===== config.mk =====
export PLATFORM = sky130hd
export DESIGN_NAME = alien_scan_scheduler
export DESIGN_NICKNAME = d
export VERILOG_FILES = /design/src/rtl/alien_sched_pkg.sv /design/src/rtl/alien_index_counter.sv /design/src/rtl/alien_scan_scheduler.sv
export SDC_FILE = /design/constraint.sdc
export NUM_CORES = 1
export LEC_CHECK = 0
export CAP_MARGIN = 20
export CORE_MARGIN = 2
export CORE_UTILIZATION = 40
export DETAILED_ROUTE_END_ITERATION = 12
export GPL_ROUTABILITY_DRIVEN = 0
export PLACE_DENSITY = 0.71
export SETUP_SLACK_MARGIN = 0.05
export SLEW_MARGIN = 10
export SYNTH_ARGS = -nofsm -noshare
export SYNTH_HDL_FRONTEND = slang
export SYNTH_SLANG_ARGS = --single-unit

===== constraint.sdc =====
create_clock -name SC_ALIENSCHED_CLOCK_50 -period 1.71 [get_ports SC_ALIENSCHED_CLOCK_50]
set_input_delay 0.2565 -clock SC_ALIENSCHED_CLOCK_50 [delete_from_list [all_inputs] [get_ports SC_ALIENSCHED_CLOCK_50]]
set_output_delay 0.2565 -clock SC_ALIENSCHED_CLOCK_50 [all_outputs]
set_load 0.02 [all_outputs]

===== src/rtl/alien_sched_pkg.sv =====
// Shared definitions for the alien scan scheduler: FSM encoding, grant ids
// and default geometry of the alien array.
package alien_sched_pkg;

  typedef enum logic [1:0] {
    ST_IDLE  = 2'd0,
    ST_SCAN  = 2'd1,
    ST_DONE  = 2'd2,
    ST_ABORT = 2'd3
  } schedState_t;

  localparam logic GNT_MARCH = 1'b0;
  localparam logic GNT_HIT   = 1'b1;

  localparam int DEFAULT_ALIEN_COUNT = 16;
  localparam int DEFAULT_INDEX_WIDTH = 5;

endpackage


===== src/rtl/alien_index_counter.sv =====
// Alien index counter: clears to zero, advances by one when enabled, and
// saturates at the last alien so the index can never run past the array.
module alien_index_counter
  import alien_sched_pkg::*;
#(
  parameter int INDEX_WIDTH = DEFAULT_INDEX_WIDTH,
  parameter int ALIEN_COUNT = DEFAULT_ALIEN_COUNT
) (
  input  logic                   SC_IDXCNT_CLOCK_50,
  input  logic                   SC_IDXCNT_RESET_InHigh,
  input  logic                   SC_IDXCNT_clear_InHigh,
  input  logic                   SC_IDXCNT_enable_InHigh,
  output logic [INDEX_WIDTH-1:0] SC_IDXCNT_count_OutBus,
  output logic                   SC_IDXCNT_terminal_OutHigh
);

  localparam logic [INDEX_WIDTH-1:0] LAST_INDEX = INDEX_WIDTH'(ALIEN_COUNT - 1);
  localparam logic [INDEX_WIDTH-1:0] ONE        = INDEX_WIDTH'(1);

  logic [INDEX_WIDTH-1:0] count_r;
  logic                   terminal_s;

  assign terminal_s = (count_r == LAST_INDEX);

  // Index register: clear has priority over enable, no increment past the last alien
  always_ff @(posedge SC_IDXCNT_CLOCK_50) begin
    if (SC_IDXCNT_RESET_InHigh) begin
      count_r <= {INDEX_WIDTH{1'b0}};
    end else if (SC_IDXCNT_clear_InHigh) begin
      count_r <= {INDEX_WIDTH{1'b0}};
    end else if (SC_IDXCNT_enable_InHigh && !terminal_s) begin
      count_r <= count_r + ONE;
    end else begin
      count_r <= count_r;
    end
  end

  assign SC_IDXCNT_count_OutBus     = count_r;
  assign SC_IDXCNT_terminal_OutHigh = terminal_s;

endmodule


===== src/rtl/alien_scan_scheduler.sv =====
// Shares one alien-array scan between the march updater and the hit checker
// with round-robin arbitration; one full 0..ALIEN_COUNT-1 walk per grant.
module alien_scan_scheduler
  import alien_sched_pkg::*;
#(
  parameter int ALIEN_COUNT = DEFAULT_ALIEN_COUNT,
  parameter int INDEX_WIDTH = DEFAULT_INDEX_WIDTH
) (
  input  logic                   SC_ALIENSCHED_CLOCK_50,
  input  logic                   SC_ALIENSCHED_RESET_InHigh,
  input  logic                   SC_ALIENSCHED_reqMarch_InHigh,
  input  logic                   SC_ALIENSCHED_reqHit_InHigh,
  input  logic                   SC_ALIENSCHED_hold_InHigh,
  input  logic                   SC_ALIENSCHED_abort_InHigh,
  output logic [INDEX_WIDTH-1:0] SC_ALIENSCHED_index_OutBus,
  output logic                   SC_ALIENSCHED_valid_OutHigh,
  output logic                   SC_ALIENSCHED_grantMarch_OutHigh,
  output logic                   SC_ALIENSCHED_grantHit_OutHigh,
  output logic                   SC_ALIENSCHED_done_OutHigh,
  output logic                   SC_ALIENSCHED_aborted_OutHigh
);

  schedState_t state_r, nextState_s;
  logic        owner_r, nextOwner_s;
  logic        rrPtr_r, nextRrPtr_s;
  logic        scanning_r, grantMarch_r, grantHit_r, done_r, aborted_r;
  logic        cntClear_s, cntEnable_s, lastIndex_s;

  alien_index_counter #(
    .INDEX_WIDTH (INDEX_WIDTH),
    .ALIEN_COUNT (ALIEN_COUNT)
  ) u_indexCounter (
    .SC_IDXCNT_CLOCK_50         (SC_ALIENSCHED_CLOCK_50),
    .SC_IDXCNT_RESET_InHigh     (SC_ALIENSCHED_RESET_InHigh),
    .SC_IDXCNT_clear_InHigh     (cntClear_s),
    .SC_IDXCNT_enable_InHigh    (cntEnable_s),
    .SC_IDXCNT_count_OutBus     (SC_ALIENSCHED_index_OutBus),
    .SC_IDXCNT_terminal_OutHigh (lastIndex_s)
  );

  // Next-state, arbitration and counter control
  always_comb begin
    nextState_s = state_r;
    nextOwner_s = owner_r;
    nextRrPtr_s = rrPtr_r;
    cntClear_s  = 1'b0;
    cntEnable_s = 1'b0;
    case (state_r)
      ST_IDLE: begin
        cntClear_s = 1'b1;
        if (SC_ALIENSCHED_reqMarch_InHigh && SC_ALIENSCHED_reqHit_InHigh) begin
          nextOwner_s = rrPtr_r;
          nextState_s = ST_SCAN;
        end else if (SC_ALIENSCHED_reqMarch_InHigh) begin
          nextOwner_s = GNT_MARCH;
          nextState_s = ST_SCAN;
        end else if (SC_ALIENSCHED_reqHit_InHigh) begin
          nextOwner_s = GNT_HIT;
          nextState_s = ST_SCAN;
        end else begin
          nextState_s = ST_IDLE;
        end
      end
      ST_SCAN: begin
        // abort beats both hold and completion of the last index
        if (SC_ALIENSCHED_abort_InHigh) begin
          nextState_s = ST_ABORT;
        end else if (SC_ALIENSCHED_hold_InHigh) begin
          nextState_s = ST_SCAN;
        end else if (lastIndex_s) begin
          nextState_s = ST_DONE;
        end else begin
          cntEnable_s = 1'b1;
        end
      end
      ST_DONE, ST_ABORT: begin
        cntClear_s  = 1'b1;
        nextRrPtr_s = ~owner_r;
        nextState_s = ST_IDLE;
      end
      default: begin
        cntClear_s  = 1'b1;
        nextState_s = ST_IDLE;
      end
    endcase
  end

  // State, round-robin pointer and registered status outputs
  always_ff @(posedge SC_ALIENSCHED_CLOCK_50) begin
    if (SC_ALIENSCHED_RESET_InHigh) begin
      state_r      <= ST_IDLE;
      owner_r      <= GNT_MARCH;
      rrPtr_r      <= GNT_MARCH;
      scanning_r   <= 1'b0;
      grantMarch_r <= 1'b0;
      grantHit_r   <= 1'b0;
      done_r       <= 1'b0;
      aborted_r    <= 1'b0;
    end else begin
      state_r      <= nextState_s;
      owner_r      <= nextOwner_s;
      rrPtr_r      <= nextRrPtr_s;
      scanning_r   <= (nextState_s == ST_SCAN);
      grantMarch_r <= (nextState_s != ST_IDLE) && (nextOwner_s == GNT_MARCH);
      grantHit_r   <= (nextState_s != ST_IDLE) && (nextOwner_s == GNT_HIT);
      done_r       <= (nextState_s == ST_DONE);
      aborted_r    <= (nextState_s == ST_ABORT);
    end
  end

  // hold retracts valid in the same cycle so the RAM never sees a frozen index as new
  assign SC_ALIENSCHED_valid_OutHigh      = scanning_r & ~SC_ALIENSCHED_hold_InHigh;
  assign SC_ALIENSCHED_grantMarch_OutHigh = grantMarch_r;
  assign SC_ALIENSCHED_grantHit_OutHigh   = grantHit_r;
  assign SC_ALIENSCHED_done_OutHigh       = done_r;
  assign SC_ALIENSCHED_aborted_OutHigh    = aborted_r;

endmodule

[After elaboration in Yosys (flattened, before gate mapping)]
Cells that the tools add are included.
Cells by class
  muxes and demuxes: 16
  bitwise gates (word level): 4
  $add $sub $neg: 1
  reductions and logical operators: 10
  equality and inequality tests: 7
Operator list (count)
  $mux 1: 12
  $eq 2x2->1 const B: 4
  $mux 2: 3
  $pmux 2 s3: 1
  $add 5x1->5 const B: 1
  $eq 5x4->1 const B: 1
  $eq 2x1->1 const B: 2
  $logic_and 1x1->1: 4
  $reduce_or 2->1: 2
  $not 1->1: 3
  $reduce_or 3->1: 1
  $logic_not 2->1: 1
  $reduce_bool 2->1: 1
  $and 1x1->1: 1
  $logic_not 1->1: 1
Word-level totals
  word-level logic and storage cells: 47
  output and inout bits: 10
  input bits: 6
  register bits: 14

[Logic depth before layout (Yosys ltp)]
Gate-level depths: netlist of run 1.
  word-level depth: 7
  depth in mapped cells: 6
  depth with buffers taken out: 6

[By module]
A second synthesis of run 1 with hierarchy kept.
Unflattened totals
  cells, all modules: 59
  area, all modules: 571.8 um^2
By module, submodules not included
  alien_scan_scheduler: cells an instance 33, seq. area each 180.2 um^2, area each 330.3 um^2, instances 1
  alien_index_counter: cells an instance 26, seq. area each 100.1 um^2, area each 241.5 um^2, instances 1

[Worst setup path after synthesis of run 1]
Ideal clock, no wire load.
  kind: register to register
  start point: register u_indexCounter.count_r[0], in the netlist u_indexCounter.SC_IDXCNT_count_OutBus[0]
  end point: register u_indexCounter.count_r[3], in the netlist u_indexCounter.SC_IDXCNT_count_OutBus[3]
  required time: 1589 ps
  setup time: 121 ps
  clock period less this slack: 1927 ps
  path buffers: 0
  stages on the path, launching flop included: 7
  path slack: -217 ps
  arrival time: 1806 ps
  cells stage by stage: dfxtp_1 -> ha_1 -> and3_1 -> ha_1 -> nor3_4 -> and4_1 -> mux2_4
Between the ends
  word-level cells in the longest chain between the ends: 6
  elaborated cells on any way between the ends: 8
  classes of those cells: 1 x add/sub; 1 x eq/ne; 4 x mux; 2 x reduce/logical
Ends and longest elaborated chain
  start: declaration: line alien_index_counter.sv:20  | logic [INDEX_WIDTH-1:0] count_r;
  start signal: assignment: line alien_index_counter.sv:28  | count_r <= {INDEX_WIDTH{1'b0}};
  start signal: assignment: line alien_index_counter.sv:30  | count_r <= {INDEX_WIDTH{1'b0}};
  start signal: assignment: line alien_index_counter.sv:32  | count_r <= count_r + ONE;
  $eq 5x4->1: line alien_index_counter.sv:23  | assign terminal_s = (count_r == LAST_INDEX);
  $mux 1: line alien_scan_scheduler.sv:70  | end else if (lastIndex_s) begin
  $mux 1: line alien_scan_scheduler.sv:68  | end else if (SC_ALIENSCHED_hold_InHigh) begin
  $mux 1: line alien_scan_scheduler.sv:66  | if (SC_ALIENSCHED_abort_InHigh) begin
  $mux 1: line alien_scan_scheduler.sv:48  | case (state_r)
  $logic_and 1x1->1: line alien_index_counter.sv:31  | end else if (SC_IDXCNT_enable_InHigh && !terminal_s) begin
Parallel ways exist; a longest one is shown, timed or not.
A chain may end at the register's enable or synchronous reset.

[Final worst setup path of run 1]
Ends and elaborated chain as after synthesis.

==> results of run 1 <==
[synthesized netlist by cell type, drive strengths merged (2+ instances only)]
library cell,instances,area (sq um)
nor2,10,45.0
buf,2,18.8
dfxtp,14,280
a211oi,3,27.5
ha,2,25.0
a21oi,2,10.0
and3,3,18.8
nor2b,3,18.8
nand2b,2,12.5
xnor2,2,17.5
nor3,2,26.3
[routing by layer]
metal	track usage (%)	wire, microns	up-vias
met1	16.4	476	206
met3	2.59	53	2
met2	22.2	486	12
met4	7.50	5	0
li1	-	-	235
met5	0	0	-
[per-stage QoR]
stage                     hold slack [ns]  setup slack (ns)
after floorplan                     0.326           0.00961
after global placement              0.448            0.0707
after detailed placement            0.450            0.0579
after CTS                           0.466            0.0666
after global routing                0.484            0.0399
final                               0.461            0.0859
[flip-flops by register name, summed over array words and instances (netlist names)]
name,count
scanning_r,1
SC_ALIENSCHED_aborted_OutHigh,1
u_indexCounter.SC_IDXCNT_count_OutBus,5
rrPtr_r,1
SC_ALIENSCHED_grantMarch_OutHigh,1
SC_ALIENSCHED_done_OutHigh,1
SC_ALIENSCHED_grantHit_OutHigh,1
state_r,2
owner_r,1
[cell families after synthesis]
| kind of cell | share of synthesized area (%) |
|---|---|
| AO/OA/AOI/OAI | 9.15 |
| buffers and inverters | 3.83 |
| XOR/XNOR | 2.98 |
| adder cells (fa/ha/maj) | 4.25 |
| flip-flops | 47.7 |
| AND/OR/NAND/NOR | 27.9 |
| multiplexers | 4.25 |
[repair_timing]
item	CTS	global route
resized for setup	0	1
setup buffers	0	0
endpoints found under the setup margin	0	2
[layout make-up]
cell class / count / area, sq um
clock buffer: 4 / 36.3
multi-input combinational: 38 / 315
tap: 15 / 18.8
fill: 117 / 497
inverter: 1 / 3.75
timing repair buffer: 18 / 175
sequential: 14 / 288
[layout by cell type (no fill, tap or decap), types with 2 or more instances in the layout]
cell,count
sky130_fd_sc_hd__xnor2_1,2
sky130_fd_sc_hd__dfxtp_4,2
sky130_fd_sc_hd__a211oi_1,2
sky130_fd_sc_hd__nor2b_1,3
sky130_fd_sc_hd__and3_1,2
sky130_fd_sc_hd__nand2b_1,2
sky130_fd_sc_hd__buf_4,3
sky130_fd_sc_hd__a21oi_1,2
sky130_fd_sc_hd__clkdlybuf4s50_1,14
sky130_fd_sc_hd__nor2_1,9
sky130_fd_sc_hd__clkbuf_4,3
sky130_fd_sc_hd__ha_4,2
sky130_fd_sc_hd__dfxtp_1,12
[worst max-delay path, delay by kind of cell, from the launching register on]
kind / cells / cell delay [ns]
mux: 1 / 0.29
fa+ha+maj: 2 / 0.32
flops: 1 / 0.37
simple gates: 3 / 0.54
[how the worst max path moves through the flow]
stage	endpoint	slack, ns	depth (start not counted)
2_1_floorplan	u_indexCounter.SC_IDXCNT_count_OutBus[3]	0.01	6
3_3_place_gp	SC_ALIENSCHED_valid_OutHigh	0.07	3
3_5_place_dp	u_indexCounter.SC_IDXCNT_count_OutBus[3]	0.06	5
4_1_cts	SC_ALIENSCHED_valid_OutHigh	0.07	3
5_1_grt	u_indexCounter.SC_IDXCNT_count_OutBus[3]	0.04	6
6_report	u_indexCounter.SC_IDXCNT_count_OutBus[3]	0.09	6
[power by group through the flow]
| stage | combinational, mW | clock [mW] | sequential [mW] |
|---|---|---|---|
| after floorplan | 0.0424 | 0 | 0.360 |
| after global placement | 0.0844 | 0 | 0.355 |
| after detailed placement | 0.0856 | 0 | 0.356 |
| after CTS | 0.0859 | 0.240 | 0.348 |
| after global routing | 0.0919 | 0.251 | 0.350 |
| final | 0.0845 | 0.233 | 0.348 |
==> qor.json, run 1 <==
{
  "worstPathCellList": "ha_4 > and3_4 > ha_4 > nor3_4 > and4_1 > mux2_4",
  "drt_first_iter_violations": 9,
  "clock_sinks": 14,
  "synthArstFlopShare_pct": 0,
  "clock_path_buffers": 2,
  "cts_hold_buffers": 0,
  "io_pins": 16,
  "layout_min_cycle_time_ns": 1.62,
  "final_instance_count_excl_fillers": 90,
  "start_util_pct": 44.1,
  "fin_skew_ns": 0.00402,
  "detailroute.via_count": 455,
  "clock-root-buffer": "sky130_fd_sc_hd__clkbuf_4",
  "combinationalPowerShare_pct": 12.7,
  "cts_buffers": 3,
  "floorplan.rows": 13,
  "setup.worst_path.class": "reg -> reg",
  "p_int_mw": 0.512,
  "clk_pin_slew_ns": 0.08,
  "setup_total_negative_slack_ns": 0,
  "power.total_mw": 0.665,
  "fin_area_sq_um": 837,
  "sw_frac_of_total_pct": 23.1,
  "die_outline_area_sq_um": 1790,
  "total_routing_usage_reported_by_global_routing_pct": 13.5,
  "n_antenna_cell": 0,
  "clk_latency_ns": 0.27,
  "drv_cap": 0,
  "post_drt_via_cell_ratio": 5.06,
  "fp.dieW_microns": 42.3,
  "crit_slowest_cell": "sky130_fd_sc_hd__dfxtp_4",
  "crit-reg2reg-launch": "u_indexCounter.SC_IDXCNT_count_OutBus[0]",
  "detail_route.first_pass.iterations": 4,
  "critPathMaxStageDelay_ns": 0.37,
  "grt_overflow_total": 0,
  "synth_cells": 55,
  "detailed_place_hpwl_microns": 805,
  "clock_power_share_pct": 35.0,
  "critPathLaunchType": "flip-flop",
  "post-route-util_pct": 62.8,
  "timing.hold.worst.class": "reg -> reg",
  "setup_slack_of_the_worst_register_to_register_path_ns": 0.09,
  "cp-end-kind": "flip-flop",
  "clock_tree.htree_level_count": 1,
  "hold_path_startpoint": "owner_r",
  "regToRegEndpoint": "u_indexCounter.SC_IDXCNT_count_OutBus[3]",
  "cp_max_fo": 4,
  "ys_types": 25,
  "postSynthRegisterBits": 14,
  "pwr_density_cell_nw_per_um2": 795,
  "worst_ir_drop_vdd_uv": 480,
  "synth_edf_count": 0,
  "layout_cell_share_with_drive_strength_beyond_1_pct": 22.7,
  "rsz0062_at_grt": "true",
  "place_area_sq_um": 798,
  "first_global_vias": 473,
  "synth_area_per_cell_sq_um": 10.7,
  "die-height_microns": 42.3,
  "yosys_warnings": 0,
  "antenna_violating_nets_post_route": 0,
  "dpl.cell_count": 86,
  "port-buffer-count": 15,
  "f_max_mhz": 616,
  "timing.final.hold_violations": 0,
  "core-area_sq_um": 1330,
  "post_synth_instance_area_sq_um": 588,
  "reg2regPathDepth": 6,
  "wl_per_cell_microns": 11.4,
  "synth-main-ff-cell": "sky130_fd_sc_hd__dfxtp_1",
  "outcome": "completed",
  "initial_antenna_violation_count": 0,
  "pins_over_slew_limit": 0,
  "tritoncts": "done",
  "totalWireLength_microns": 1020,
  "num-nets-final": 84,
  "detail_route.drc_violations": 0,
  "critical_path_data_required_time_ns": 1.88,
  "slew_headroom_pct": 69.0,
  "setup_violations": 0,
  "p_leak_nw": 0.324,
  "total_switching_power_mw": 0.153,
  "grt_first_pass_wirelength_microns": 1860,
  "critical-path-top-cell-by-count": "sky130_fd_sc_hd__ha_4",
  "synthesis.nets": 63,
  "min_to": "rrPtr_r",
  "maximum_number_of_pins_on_one_net_before_global_route_repair": 10,
  "register_share_of_total_power_pct": 52.3,
  "tightest_slew_ns": 0.461,
  "area_delta_synth_final_pct": 42.3,
  "timing.final.crit_share_pct": 95.0,
  "seq_area_frac_synth_pct": 47.7,
  "min_path_cells": 1,
  "timing.critical_path.from": "u_indexCounter.SC_IDXCNT_count_OutBus[0]",
  "cp_data_arrival_time_ns": 1.79
}
Note: power is estimated with default switching activity, not from simulation.
==> run 2: changes to the inputs <==
- HOLD_SLACK_MARGIN: not set -> 0.12
==> results of run 2 <==
Same layout as run 1: the final DEF is identical, and so are final timing and power.
==> run 3: changes to the inputs <==
- CORE_MARGIN: 2 -> not set
- SLEW_MARGIN: 10 -> 20
==> qor.json, run 3 (synthesis results as in run 1) <==
{
  "outcome": "completed",
  "fp.dieW_microns": 40.3,
  "cts_buffers": 3,
  "cp_top_family": "simple AND/OR/NAND/NOR gates",
  "core-area_sq_um": 1330,
  "drv_cap": 0,
  "critical_path_data_required_time_ns": 1.88,
  "layout.cells.most_common_list": "sky130_fd_sc_hd__clkdlybuf4s50_1 (14), sky130_fd_sc_hd__dfxtp_1 (12), sky130_fd_sc_hd__nor2_1 (9)",
  "timing.final.crit_share_pct": 94.9,
  "initial_antenna_violation_count": 0,
  "tritoncts": "done",
  "timing.critical_path.from": "u_indexCounter.SC_IDXCNT_count_OutBus[1]",
  "mostFrequentLayoutCell": "sky130_fd_sc_hd__clkdlybuf4s50_1",
  "cp-end-kind": "flip-flop",
  "filler_cell_count": 124,
  "area_delta_synth_final_pct": 44.9,
  "crit_slowest_cell": "sky130_fd_sc_hd__dfxtp_4",
  "num-nets-final": 86,
  "setup.worst_path.class": "reg -> reg",
  "floorplan.rows": 13,
  "final-seq-area_sq_um": 288,
  "io_pins": 16,
  "first_global_vias": 401,
  "p_leak_nw": 0.335,
  "clock_sinks": 14,
  "grt_overflow_total": 0,
  "combinationalPowerShare_pct": 12.7,
  "n_antenna_cell": 0,
  "cp_data_arrival_time_ns": 1.79,
  "maximum_number_of_pins_on_one_net_before_global_route_repair": 10,
  "clk_pin_slew_ns": 0.09,
  "clock_power_share_pct": 35.3,
  "port-buffer-count": 15,
  "post-route-util_pct": 63.9,
  "start_util_pct": 44.1,
  "timing.hold.worst.class": "reg -> reg",
  "flip_flop_count_of_the_largest_register_all_copies_and_words_added": 5,
  "cts_hold_buffers": 0,
  "slew_headroom_pct": 69.1,
  "sw_frac_of_total_pct": 23.5,
  "f_max_mhz": 616,
  "worst_setup_path_endpoint": "u_indexCounter.SC_IDXCNT_count_OutBus[3]",
  "cp_max_fo": 3,
  "critPathMaxStageDelay_ns": 0.37,
  "setup_violations": 0,
  "clock_tree.htree_level_count": 1,
  "reg2regPathDepth": 6,
  "cp.depth": 6,
  "timing.final.hold_violations": 0,
  "wl_per_cell_microns": 11.2,
  "cp_num_buf_inv": 0,
  "critical-path-top-cell-by-count": "sky130_fd_sc_hd__ha_4",
  "setup_total_negative_slack_ns": 0,
  "pins_over_slew_limit": 0,
  "pwr_density_cell_nw_per_um2": 787,
  "clock_path_buffers": 2,
  "tightest_slew_ns": 0.459,
  "rsz0062_at_grt": "true",
  "detail_route.first_pass.iterations": 2,
  "layout_min_cycle_time_ns": 1.62,
  "layout_cell_share_with_drive_strength_beyond_1_pct": 24.7,
  "detail_route.drc_violations": 0,
  "die_outline_area_sq_um": 1630,
  "post_drt_via_cell_ratio": 4.96,
  "area_of_combinational_cells_with_multiple_inputs_sq_um": 315,
  "fin_skew_ns": 0.00644,
  "clock-root-buffer": "sky130_fd_sc_hd__clkbuf_4",
  "p_int_mw": 0.513,
  "drt_first_iter_violations": 2,
  "antenna_violating_nets_post_route": 0,
  "grt_first_pass_wirelength_microns": 1700,
  "worstPathCellList": "ha_4 > and3_4 > ha_4 > nor3_4 > and4_1 > mux2_4",
  "total_switching_power_mw": 0.157,
  "clk_latency_ns": 0.28,
  "totalWireLength_microns": 1030,
  "setup_slack_of_the_worst_register_to_register_path_ns": 0.09,
  "critPathLaunchType": "flip-flop",
  "detailroute.via_count": 456,
  "total_routing_usage_reported_by_global_routing_pct": 15.8,
  "worst_ir_drop_vdd_uv": 336,
  "crit-reg2reg-launch": "u_indexCounter.SC_IDXCNT_count_OutBus[1]",
  "die-height_microns": 40.3,
  "register_share_of_total_power_pct": 51.9,
  "detailed_place_hpwl_microns": 749,
  "regToRegEndpoint": "u_indexCounter.SC_IDXCNT_count_OutBus[3]"
}
run 3: cell count changes in the layout (fill, tap and decap cells not counted), sizes merged:
cell / delta
buf: +2
run 3: layout make-up:
class / instances / area share, %
timing repair buffer: 20 / 22.3
clock buffer: 4 / 4.26
sequential: 14 / 33.8
inverter: 1 / 0.441
tap: 15 / 2.20
multi-input combinational: 38 / 37.0
run 3: power groups by stage:
stage	Combinational [mW]	Sequential (mW)	Clock, mW
finish	0.0854	0.348	0.237
global route	0.0935	0.350	0.255
CTS	0.0852	0.348	0.242
detailed placement	0.0849	0.356	0
global placement	0.0842	0.355	0
floorplan	0.0424	0.360	0
run 3: metrics by stage:
step,instance area [sq um],hold WS (ns),setup slack (ns),instances,power [mW]
after floorplan,626,0.326,0.00961,55,0.402
after global placement,798,0.448,0.0742,86,0.440
after detailed placement,798,0.450,0.0626,86,0.440
after CTS,835,0.463,0.0679,90,0.675
after global routing,852,0.483,0.0322,92,0.699
final,852,0.459,0.0879,92,0.670
run 3: worst register-to-register path: cells and delay by family, from the launching register on:
family / cells / cell delay, ns
simple gates: 3 / 0.53
fa+ha+maj: 2 / 0.32
flops: 1 / 0.37
mux: 1 / 0.30
run 3: worst min-delay path by stage:
stage	slack [ns]	from	endpoint	cells after the start
6_report	0.46	owner_r	rrPtr_r	1
4_1_cts	0.46	owner_r	rrPtr_r	1
3_3_place_gp	0.45	owner_r	rrPtr_r	1
2_1_floorplan	0.33	SC_ALIENSCHED_abort_InHigh	SC_ALIENSCHED_done_OutHigh	1
5_1_grt	0.48	owner_r	rrPtr_r	1
3_5_place_dp	0.45	owner_r	rrPtr_r	1
run 3: routing by layer:
layer	global-route usage [%]	routed length (microns)	vias up
met1	20.5	506	202
li1	-	-	238
met4	7.50	18	0
met3	3.33	55	4
met2	24.6	450	12
met5	0	0	-
run 3: what timing repair did:
| action | 4_1_cts | 5_1_grt |
|---|---|---|
| setup buffers | 0 | 2 |
| setup endpoints to repair | 0 | 3 |
| gates resized for setup | 0 | 1 |
